$ cat src/rtl/fp_alu_pkg.sv
// ---------------------------------------------------------------------------
// fp_alu_pkg
// Shared definitions for the floating-point ALU front end.
//   - opcode constants understood by the combinational FP ALU
//   - quiet-NaN pattern returned for illegal opcodes
//   - FSM state encoding of the issuer
//   - helper that flags opcodes the ALU cannot execute
// ---------------------------------------------------------------------------
package fp_alu_pkg;

  localparam logic [2:0] OP_ADD = 3'b000;
  localparam logic [2:0] OP_SUB = 3'b001;
  localparam logic [2:0] OP_MUL = 3'b010;
  localparam logic [2:0] OP_DIV = 3'b011;

  localparam logic [31:0] QNAN = 32'h7FC0_0000;

  typedef enum logic [1:0] {
    IDLE = 2'd0,
    WAIT = 2'd1,
    RESP = 2'd2
  } state_t;

  // The ALU decodes only the low two opcode bits; any opcode with bit 2 set
  // is outside its instruction set and is answered locally with a NaN.
  function automatic logic is_illegal_op(input logic [2:0] op);
    return op[2];
  endfunction

endpackage

$ cat src/rtl/fp_alu_issuer_if.sv
// ---------------------------------------------------------------------------
// fp_alu_issuer_if
// Command and response channels of the FP ALU issuer.
//   cmd_*  : valid/ready command channel (op, A, B, tag)
//   rsp_*  : valid/ready response channel (result, flags, illegal, tag)
// Modports:
//   master : the requester that issues commands and consumes responses
//   slave  : the issuer itself
// ---------------------------------------------------------------------------
interface fp_alu_issuer_if #(
  parameter int TAG_W = 4
);

  logic             cmd_valid;
  logic             cmd_ready;
  logic [2:0]       cmd_op;
  logic [31:0]      cmd_a;
  logic [31:0]      cmd_b;
  logic [TAG_W-1:0] cmd_tag;

  logic             rsp_valid;
  logic             rsp_ready;
  logic [31:0]      rsp_result;
  logic             rsp_exception;
  logic             rsp_overflow;
  logic             rsp_underflow;
  logic             rsp_illegal;
  logic [TAG_W-1:0] rsp_tag;

  modport master (
    output cmd_valid, cmd_op, cmd_a, cmd_b, cmd_tag, rsp_ready,
    input  cmd_ready, rsp_valid, rsp_result, rsp_exception,
           rsp_overflow, rsp_underflow, rsp_illegal, rsp_tag
  );

  modport slave (
    input  cmd_valid, cmd_op, cmd_a, cmd_b, cmd_tag, rsp_ready,
    output cmd_ready, rsp_valid, rsp_result, rsp_exception,
           rsp_overflow, rsp_underflow, rsp_illegal, rsp_tag
  );

endinterface

$ cat src/rtl/fp_alu_issuer.sv
// ---------------------------------------------------------------------------
// fp_alu_issuer
// Initiator-side front end for a combinational floating-point ALU that lives
// beside this block in the parent. One command is outstanding at a time: the
// operands and opcode are registered onto alu_*, held for SETTLE_CYCLES edges,
// then the ALU result and flags are captured and offered on the response
// channel until consumed. Illegal opcodes bypass the settle window and return
// a quiet NaN with the exception flag set.
//
// Ports:
//   clk, rst_n        clock, asynchronous active-low reset
//   io                command/response channels (slave modport)
//   alu_a, alu_b      registered operands to the ALU
//   alu_operation     registered opcode to the ALU
//   alu_result        ALU result
//   alu_exception     ALU exception flag
//   alu_overflow      ALU overflow flag
//   alu_underflow     ALU underflow flag
//   sticky_exc/ovf/unf  accumulated response flags since the last clear
//   sticky_clr        synchronous clear of the sticky flags
//   busy              high whenever a command is in flight or being returned
// ---------------------------------------------------------------------------
module fp_alu_issuer
  import fp_alu_pkg::*;
#(
  parameter int SETTLE_CYCLES = 2,
  parameter int TAG_W         = 4
) (
  input  logic                 clk,
  input  logic                 rst_n,
  fp_alu_issuer_if.slave       io,
  output logic [31:0]          alu_a,
  output logic [31:0]          alu_b,
  output logic [2:0]           alu_operation,
  input  logic [31:0]          alu_result,
  input  logic                 alu_exception,
  input  logic                 alu_overflow,
  input  logic                 alu_underflow,
  output logic                 sticky_exc,
  output logic                 sticky_ovf,
  output logic                 sticky_unf,
  input  logic                 sticky_clr,
  output logic                 busy
);

  localparam int CNT_W = (SETTLE_CYCLES > 1) ? $clog2(SETTLE_CYCLES) : 1;
  localparam logic [CNT_W-1:0] CNT_LOAD = CNT_W'(SETTLE_CYCLES - 1);

  state_t           state;
  logic [CNT_W-1:0] cnt;
  logic [TAG_W-1:0] tag_q;

  logic             rsp_valid_q;
  logic [31:0]      rsp_result_q;
  logic             rsp_exc_q;
  logic             rsp_ovf_q;
  logic             rsp_unf_q;
  logic             rsp_ill_q;
  logic [TAG_W-1:0] rsp_tag_q;

  logic             cmd_ready_c;
  logic             accept;
  logic             accept_illegal;
  logic             wait_done;
  logic             capture;
  logic             new_exc;
  logic             new_ovf;
  logic             new_unf;

  // A new command may enter when idle, or while a response is being handed
  // off in the same cycle so that consecutive commands run without a bubble.
  assign cmd_ready_c    = (state == IDLE) || ((state == RESP) && io.rsp_ready);
  assign accept         = io.cmd_valid && cmd_ready_c;
  assign accept_illegal = accept && is_illegal_op(io.cmd_op);
  assign wait_done      = (state == WAIT) && (cnt == '0);

  // Both the end of a settle window and an illegal accept load a fresh
  // response; these are the edges on which the sticky flags accumulate.
  assign capture = wait_done || accept_illegal;
  assign new_exc = accept_illegal || (wait_done && alu_exception);
  assign new_ovf = wait_done && alu_overflow;
  assign new_unf = wait_done && alu_underflow;

  // Command FSM with registered ALU drive, response payload and status.
  // An accept always takes priority because it can only happen in IDLE or
  // during the hand-off cycle of RESP.
  always_ff @(posedge clk or negedge rst_n) begin
    if (!rst_n) begin
      state         <= IDLE;
      cnt           <= '0;
      tag_q         <= '0;
      alu_a         <= '0;
      alu_b         <= '0;
      alu_operation <= '0;
      rsp_valid_q   <= 1'b0;
      rsp_result_q  <= '0;
      rsp_exc_q     <= 1'b0;
      rsp_ovf_q     <= 1'b0;
      rsp_unf_q     <= 1'b0;
      rsp_ill_q     <= 1'b0;
      rsp_tag_q     <= '0;
      busy          <= 1'b0;
    end else if (accept) begin
      alu_a         <= io.cmd_a;
      alu_b         <= io.cmd_b;
      alu_operation <= io.cmd_op;
      tag_q         <= io.cmd_tag;
      busy          <= 1'b1;
      if (is_illegal_op(io.cmd_op)) begin
        state        <= RESP;
        rsp_valid_q  <= 1'b1;
        rsp_result_q <= QNAN;
        rsp_exc_q    <= 1'b1;
        rsp_ovf_q    <= 1'b0;
        rsp_unf_q    <= 1'b0;
        rsp_ill_q    <= 1'b1;
        rsp_tag_q    <= io.cmd_tag;
      end else begin
        state       <= WAIT;
        rsp_valid_q <= 1'b0;
        cnt         <= CNT_LOAD;
      end
    end else begin
      case (state)
        WAIT: begin
          if (cnt == '0) begin
            state        <= RESP;
            rsp_valid_q  <= 1'b1;
            rsp_result_q <= alu_result;
            rsp_exc_q    <= alu_exception;
            rsp_ovf_q    <= alu_overflow;
            rsp_unf_q    <= alu_underflow;
            rsp_ill_q    <= 1'b0;
            rsp_tag_q    <= tag_q;
          end else begin
            cnt <= cnt - 1'b1;
          end
        end
        RESP: begin
          if (io.rsp_ready) begin
            state       <= IDLE;
            rsp_valid_q <= 1'b0;
            busy        <= 1'b0;
          end
        end
        default: begin
          state <= IDLE;
        end
      endcase
    end
  end

  // Sticky status: a capture replaces the clear, so a clear landing on a
  // capture edge leaves exactly the flags of the new response.
  always_ff @(posedge clk or negedge rst_n) begin
    if (!rst_n) begin
      sticky_exc <= 1'b0;
      sticky_ovf <= 1'b0;
      sticky_unf <= 1'b0;
    end else if (capture) begin
      sticky_exc <= (sticky_exc && !sticky_clr) || new_exc;
      sticky_ovf <= (sticky_ovf && !sticky_clr) || new_ovf;
      sticky_unf <= (sticky_unf && !sticky_clr) || new_unf;
    end else if (sticky_clr) begin
      sticky_exc <= 1'b0;
      sticky_ovf <= 1'b0;
      sticky_unf <= 1'b0;
    end
  end

  assign io.cmd_ready     = cmd_ready_c;
  assign io.rsp_valid     = rsp_valid_q;
  assign io.rsp_result    = rsp_result_q;
  assign io.rsp_exception = rsp_exc_q;
  assign io.rsp_overflow  = rsp_ovf_q;
  assign io.rsp_underflow = rsp_unf_q;
  assign io.rsp_illegal   = rsp_ill_q;
  assign io.rsp_tag       = rsp_tag_q;

endmodule

$ cat src/flat_wrapper.sv
// flat-port wrapper written by rule: the top's interface ports become plain ports
module fp_alu_issuer_flat import fp_alu_pkg::*;
#(
  parameter int SETTLE_CYCLES = 2,
  parameter int TAG_W         = 4
)
  (clk, rst_n, alu_a, alu_b, alu_operation, alu_result, alu_exception, alu_overflow, alu_underflow, sticky_exc, sticky_ovf, sticky_unf, sticky_clr, busy, io_cmd_valid, io_cmd_op, io_cmd_a, io_cmd_b, io_cmd_tag, io_rsp_ready, io_cmd_ready, io_rsp_valid, io_rsp_result, io_rsp_exception, io_rsp_overflow, io_rsp_underflow, io_rsp_illegal, io_rsp_tag);
  fp_alu_issuer_if #(.TAG_W(TAG_W)) io_i ();
  input  logic clk;
  input  logic rst_n;
  output logic [31:0] alu_a;
  output logic [31:0] alu_b;
  output logic [2:0] alu_operation;
  input  logic [31:0] alu_result;
  input  logic alu_exception;
  input  logic alu_overflow;
  input  logic alu_underflow;
  output logic sticky_exc;
  output logic sticky_ovf;
  output logic sticky_unf;
  input  logic sticky_clr;
  output logic busy;
  input wire logic [$bits(io_i.cmd_valid)-1:0] io_cmd_valid;
  input wire logic [$bits(io_i.cmd_op)-1:0] io_cmd_op;
  input wire logic [$bits(io_i.cmd_a)-1:0] io_cmd_a;
  input wire logic [$bits(io_i.cmd_b)-1:0] io_cmd_b;
  input wire logic [$bits(io_i.cmd_tag)-1:0] io_cmd_tag;
  input wire logic [$bits(io_i.rsp_ready)-1:0] io_rsp_ready;
  output wire logic [$bits(io_i.cmd_ready)-1:0] io_cmd_ready;
  output wire logic [$bits(io_i.rsp_valid)-1:0] io_rsp_valid;
  output wire logic [$bits(io_i.rsp_result)-1:0] io_rsp_result;
  output wire logic [$bits(io_i.rsp_exception)-1:0] io_rsp_exception;
  output wire logic [$bits(io_i.rsp_overflow)-1:0] io_rsp_overflow;
  output wire logic [$bits(io_i.rsp_underflow)-1:0] io_rsp_underflow;
  output wire logic [$bits(io_i.rsp_illegal)-1:0] io_rsp_illegal;
  output wire logic [$bits(io_i.rsp_tag)-1:0] io_rsp_tag;
  assign io_i.cmd_valid = io_cmd_valid;
  assign io_i.cmd_op = io_cmd_op;
  assign io_i.cmd_a = io_cmd_a;
  assign io_i.cmd_b = io_cmd_b;
  assign io_i.cmd_tag = io_cmd_tag;
  assign io_i.rsp_ready = io_rsp_ready;
  assign io_cmd_ready = io_i.cmd_ready;
  assign io_rsp_valid = io_i.rsp_valid;
  assign io_rsp_result = io_i.rsp_result;
  assign io_rsp_exception = io_i.rsp_exception;
  assign io_rsp_overflow = io_i.rsp_overflow;
  assign io_rsp_underflow = io_i.rsp_underflow;
  assign io_rsp_illegal = io_i.rsp_illegal;
  assign io_rsp_tag = io_i.rsp_tag;
  fp_alu_issuer #(.SETTLE_CYCLES(SETTLE_CYCLES), .TAG_W(TAG_W)) u_core (.clk(clk), .rst_n(rst_n), .io(io_i), .alu_a(alu_a), .alu_b(alu_b), .alu_operation(alu_operation), .alu_result(alu_result), .alu_exception(alu_exception), .alu_overflow(alu_overflow), .alu_underflow(alu_underflow), .sticky_exc(sticky_exc), .sticky_ovf(sticky_ovf), .sticky_unf(sticky_unf), .sticky_clr(sticky_clr), .busy(busy));
endmodule
$ cat config.mk
export PLATFORM = sky130hd
export DESIGN_NAME = fp_alu_issuer_flat
export DESIGN_NICKNAME = d
export VERILOG_FILES = /design/src/rtl/fp_alu_pkg.sv /design/src/rtl/fp_alu_issuer_if.sv /design/src/rtl/fp_alu_issuer.sv /design/src/flat_wrapper.sv
export SDC_FILE = /design/constraint.sdc
export NUM_CORES = 1
export LEC_CHECK = 0
export BUFFER_PORTS_ARGS = -buffer_cell sky130_fd_sc_hd__buf_2
export CAP_MARGIN = 5
export CORE_ASPECT_RATIO = 0.8
export CORE_MARGIN = 2
export CORE_UTILIZATION = 44
export CTS_BUF_LIST = sky130_fd_sc_hd__clkbuf_2
export DETAILED_ROUTE_END_ITERATION = 10
export PLACE_DENSITY = 0.73
export SKIP_LAST_GASP = 1
export SYNTH_ARGS = -nofsm -noshare
export SYNTH_HDL_FRONTEND = slang
export SYNTH_SLANG_ARGS = --single-unit
$ cat constraint.sdc
create_clock -name clk -period 2.45 [get_ports clk]
set_input_delay 0.3675 -clock clk [delete_from_list [all_inputs] [get_ports clk]]
set_output_delay 0.3675 -clock clk [all_outputs]
set_load 0.005 [all_outputs]
* Word level (Yosys, flattened, before mapping)
Index checks and enable logic that the tools add are counted.
** Cells by class
- Mux-type cells :: 42
- Equal/unequal tests :: 7
- Reductions and logical operators :: 28
- Bitwise gates (word level) :: 1
- Add/sub/neg operators :: 1
** Operators with widths (number)
- $mux 32 :: 4
- $mux 1 :: 28
- $mux 4 :: 4
- $logic_and 1x1->1 :: 10
- $mux 2 :: 4
- $reduce_bool 2->1 :: 4
- $logic_or 1x1->1 :: 6
- $ne 2x2->1 const B :: 3
- $reduce_and 2->1 :: 3
- $reduce_and 3->1 :: 2
- $pmux 2 s2 :: 1
- $ne 3x2->1 const B :: 1
- $ne 3x3->1 const B :: 1
- $reduce_bool 3->1 :: 1
- $eq 2x1->1 const B :: 1
- $eq 2x2->1 const B :: 1
- $logic_not 2->1 :: 1
- $pmux 1 s2 :: 1
- $logic_not 1->1 :: 1
- $not 1->1 :: 1
- $sub 1x1->1 const B :: 1
** Storage, ports and cells
- Word-level logic and storage cells :: 96
- Register bits after elaboration :: 119
- Output and inout bits :: 113
- Input bits :: 111

* Logic depth before layout (Yosys ltp)
- Depth after elaboration :: 8
- Mapped depth :: 8
- Gate-level depth less buffers :: 6

* Least setup slack after synthesis
Ideal clock, no wire load.
- Path kind :: flip-flop to flip-flop
- Start :: register u_core.state[0]
- End :: register u_core.alu_a[0]
- Path slack :: 0.691 ns
- Clock period less this slack :: 1.759 ns
- Arrival time :: 1.635 ns
- Cell stages (with the launch flop) :: 8
- Library setup time :: 0.125 ns
- Cell sequence :: dfrtp_1 > inv_1 > ha_1 > a21o_2 > nand2_1 > buf_4 > buf_6 > mux2_2
** On the way
- Cells in the longest elaborated chain, start to end :: 4
** RTL lines
- from (decl) :: line fp_alu_issuer.sv:49 : state_t state;
- from (signal assigned) :: line fp_alu_issuer.sv:89 : state <= IDLE;
- from (signal assigned) :: line fp_alu_issuer.sv:110 : state <= RESP;
- from (signal assigned) :: line fp_alu_issuer.sv:119 : state <= WAIT;
- $eq 2x2->1 :: line fp_alu_issuer.sv:72 : assign cmd_ready_c = (state == IDLE) || ((state == RESP) && io.rsp_ready);
- $logic_and 1x1->1 :: line fp_alu_issuer.sv:72
- $logic_or 1x1->1 (*) :: line fp_alu_issuer.sv:72
- via io_cmd_ready :: line flat_wrapper.sv:29 : output wire logic [$bits(io_i.cmd_ready)-1:0] io_cmd_ready;
- $logic_and 1x1->1 (*) :: line fp_alu_issuer.sv:73 : assign accept = io.cmd_valid && cmd_ready_c;
- to (signal assigned) :: line fp_alu_issuer.sv:104 : alu_a <= io.cmd_a;
- to (decl) :: line fp_alu_issuer.sv:32 : output logic [31:0] alu_a,
Mark *: on every way through the listed nets, which the timed path passes. The rest lies on a longest branch.
A chain may end at the register's enable or synchronous reset.

* Worst setup path after layout
- Start :: register u_core.state[0]
- End :: output port io_cmd_ready
** On the way
- Cells in the longest elaborated chain, start to end :: 3
** RTL lines (line)
- $eq 2x2->1 :: fp_alu_issuer.sv:72
- $logic_and 1x1->1 :: fp_alu_issuer.sv:72
- $logic_or 1x1->1 (*) :: fp_alu_issuer.sv:72
- to (decl) :: flat_wrapper.sv:29
Every way passes the cells marked *; elsewhere a longest branch is shown, timed or not.

==> results by group <==
STA
  • Tmin final: 2.15 ns
  • Hold slack: 0.0726 ns
  • Final setup fails: 0
  • Max-Slew Margin vs Limit: 61.0%
  • Unrepaired setup endpoints after global routing: false
  • Fmax: 466 MHz
  • Worst-margin pin slew: 0.585 ns
  • Fin crit share: 87.6%
  • Final hold vios: 0
  • Clock skew: 0.0328 ns
  • Max-slew violation count: 0
  • Setup TNS: 0 ns

Route
  • Vias/cell: 4.84
  • DRT Wirelength: 12,700 um
  • DRT iter0 DRCs: 255
  • # DRC: 0
  • Drt pass-1 iters: 6
  • Antenna Nets Post-Route: 0
  • Via count: 3,788
  • DR WL/cell: 16.3 um

Floorplan
  • Total core area: 10,200 sq um
  • Num rows: 33
  • Die Outline Area: 11,100 sq um
  • I/O pin total: 224
  • Initial core utilization: 44.7%
  • Die W: 118 um
  • Die H: 94.8 um

Clocking
  • Clock latency on the worst-skew pair: 0.63 ns
  • H-tree levels: 4
  • TritonCTS Buffers: 17
  • CTS sink count: 119
  • Clock transition at path regs: 0.19 ns
  • CTS tree: done
  • Root Driver: clkbuf_2
  • Max Root-Sink Buffers: 2

Power
  • Reg power frac: 45.9%
  • Switching portion of total power: 32.8%
  • Max VDD drop: 0.569 mV
  • Cell-internal power: 4870 uW
  • Leak pwr: 0.00348 uW
  • Clock power share: 15.9%
  • Switch Pwr: 2370 uW
  • Gate power share: 38.2%
  • P per Cell Area: 1030 nW/um^2

Placed design
  • Placed cell count: 644
  • I/O Buffers: 223
  • DP Wirelength: 7550 um
  • Final GP Congestion: 0.876

Worst setup path
  • Worst path max stage delay: 0.43 ns
  • Setup CP Type: reg2out
  • Crit path capture type: output port
  • Startpoint types: register
  • Critical path peak fanout: 5
  • Slowest stage cell, crit path: dfrtp_1
  • Worst EP arrival: 1.78 ns
  • CP Cell Sequence: inv_1 -> ha_1 -> a21o_2 -> buf_2
  • Worst R2R Setup Slack: 0.38 ns
  • Req. time, crit path: 2.08 ns

Layout
  • Fin cells: 783
  • Fin nets: 746
  • P&R area growth vs syn: 55.3%
  • N_diodes: 0
  • Ratio of cells with drive above 1 in the final layout: 51.2%

Outcome
  • Run status: completed

Synthesis
  • Avg Cell Area, Syn: 15.6 sq um
  • Synth warn: 0
  • Mapped Nets: 406
  • Flops & latches, synth: 119
  • Sequential fraction of the synthesis area: 65.6%
  • Netlist Area Pre-Place: 4540 sq um
  • Post-Syn Instances: 291
  • Yosys cell types: 28

Run
  • Max cap viols: 0

Global route
  • Vias in the first global route: 3,966
  • First-pass GRT wire length: 20,400 um
  • Gr ovfl total: 0
  • Initial antenna violation count: 0
  • Pin count of the biggest net entering global routing: 61
  • Total Routing Usage GR: 23.4%

Hold path
  • Tightest Hold Check Type: in2reg
[synth_stat cells]
cell         n  share of area (%)
buf_2        5               0.55
nor2_8       1               0.44
nand2_1      9               0.74
o22a_1      10                1.9
mux2_2      70                 17
a221o_1      1               0.22
a211oi_1     1               0.17
buf_4        1               0.17
inv_1        5               0.41
ha_1         4                1.1
a31oi_1      1               0.14
buf_6        9                2.2
nor2_1       5               0.41
a32o_1       1               0.22
nor2b_2      1               0.19
a22o_1      27                5.2
o2bb2ai_1    1               0.19
nand3_1      3               0.33
o21ai_0      3               0.33
and3_4       1               0.25
dfrtp_1    119                 66
nor3_1       4               0.44
a22oi_1      1               0.17
and3_1       1               0.14
a21o_1       1               0.17
a21oi_1      1               0.11
o22ai_1      4               0.55
a21o_2       1               0.19
[metal layers]
metal	global-route usage [%]	vias up	wire (um)
met2	39.0	190	6350
met5	0	-	0
met3	9.48	20	1010
met1	28.3	1840	5210
met4	7.23	0	166
li1	-	1738	-
[registers in the layout, indices dropped and copies added, names as in the netlist, 2 cells and up]
signal and flops:
u_core.io.rsp_result 32, u_core.io.rsp_tag 4, u_core.state 2, u_core.alu_operation 3
u_core.alu_b 32, u_core.tag_q 4, u_core.alu_a 32
[logic make-up (layout without fill, tap and decap cells)]
logic type	after synthesis	after routing	synth area share [%]
fa+ha+maj	4	4	1.10
simple gates	25	25	2.95
compound gates	53	53	9.59
flops	119	119	65.6
buf+inv	20	372	3.36
mux	70	70	17.4
[path summary, 6_finish.rpt]
path | end | depth (start not counted) | from
min in group asynchronous | u_core.io.rsp_result[24] | 2 | rst_n
max reg2reg | u_core.alu_b[28] | 6 | u_core.state[0]
max | io_cmd_ready | 4 | u_core.state[0]
min reg2reg | u_core.alu_operation[2] | 2 | u_core.alu_operation[2]
min | u_core.sticky_exc | 3 | sticky_clr
max in group asynchronous | u_core.alu_a[5] | 3 | rst_n
[power by group through the flow]
stage                     Combinational [uW]  Clock, uW  Sequential, uW
final                                   2770       1150            3320
after global routing                    3000       1270            3430
after CTS                               2750       1180            3290
after detailed placement                2610          0            3330
after global placement                  2540          0            3300
after floorplan                         1300          0            3400
[cell type report]
cell class	instances	area, sq um
Inverter	5	18.8
Sequential cell	119	2980
Multi-Input combinational cell	152	1410
Fill cell	681	3110
Clock inverter	13	114
Clock buffer	18	90.1
Tap cell	140	175
Timing Repair Buffer	336	2260
[metrics by stage]
stage | setup slack (ns) | cell area, sq um | utilization [%] | power (uW)
floorplan | 0.691 | 4540 | - | 4700
global placement | 0.503 | 5760 | 56.7 | 5840
detailed placement | 0.417 | 5760 | 56.7 | 5940
CTS | 0.219 | 7040 | 69.3 | 7220
global route | 0.131 | 7050 | 69.4 | 7700
finish | 0.303 | 7050 | 69.4 | 7240
[placed cells by master, fill, tap and decap left out, types with 2 or more instances in the layout]
master	instances
o22a_1	10
o22ai_1	4
a22o_1	27
clkbuf_2	18
dfrtp_1	119
buf_12	2
buf_2	222
ha_1	4
buf_4	4
dlygate4sd3_1	108
mux2_2	70
o21ai_0	3
nor2_1	5
nand2_1	8
inv_1	5
clkinvlp_4	2
nand3_1	3
nor3_1	4
clkinv_2	4
bufinv_16	2
clkinv_1	5
[worst max-delay path, delay by kind of cell (launching register included)]
| family | cells | cell delay (ns) |
|---|---|---|
| DFF | 1 | 0.43 |
| AOI/OAI and AO/OA | 1 | 0.26 |
| adders and majority gates | 1 | 0.24 |
| buffers and inverters | 2 | 0.21 |
[timing repair]
action | 4_1_cts | 5_1_grt
hold buffers | 107 | 1
endpoints found under the setup margin | 0 | 0
hold endpoints to repair | 158 | 1
resized for setup | 0 | 0
buffers inserted | 0 | 0
No activity file was read; power rests on OpenSTA's default activity.
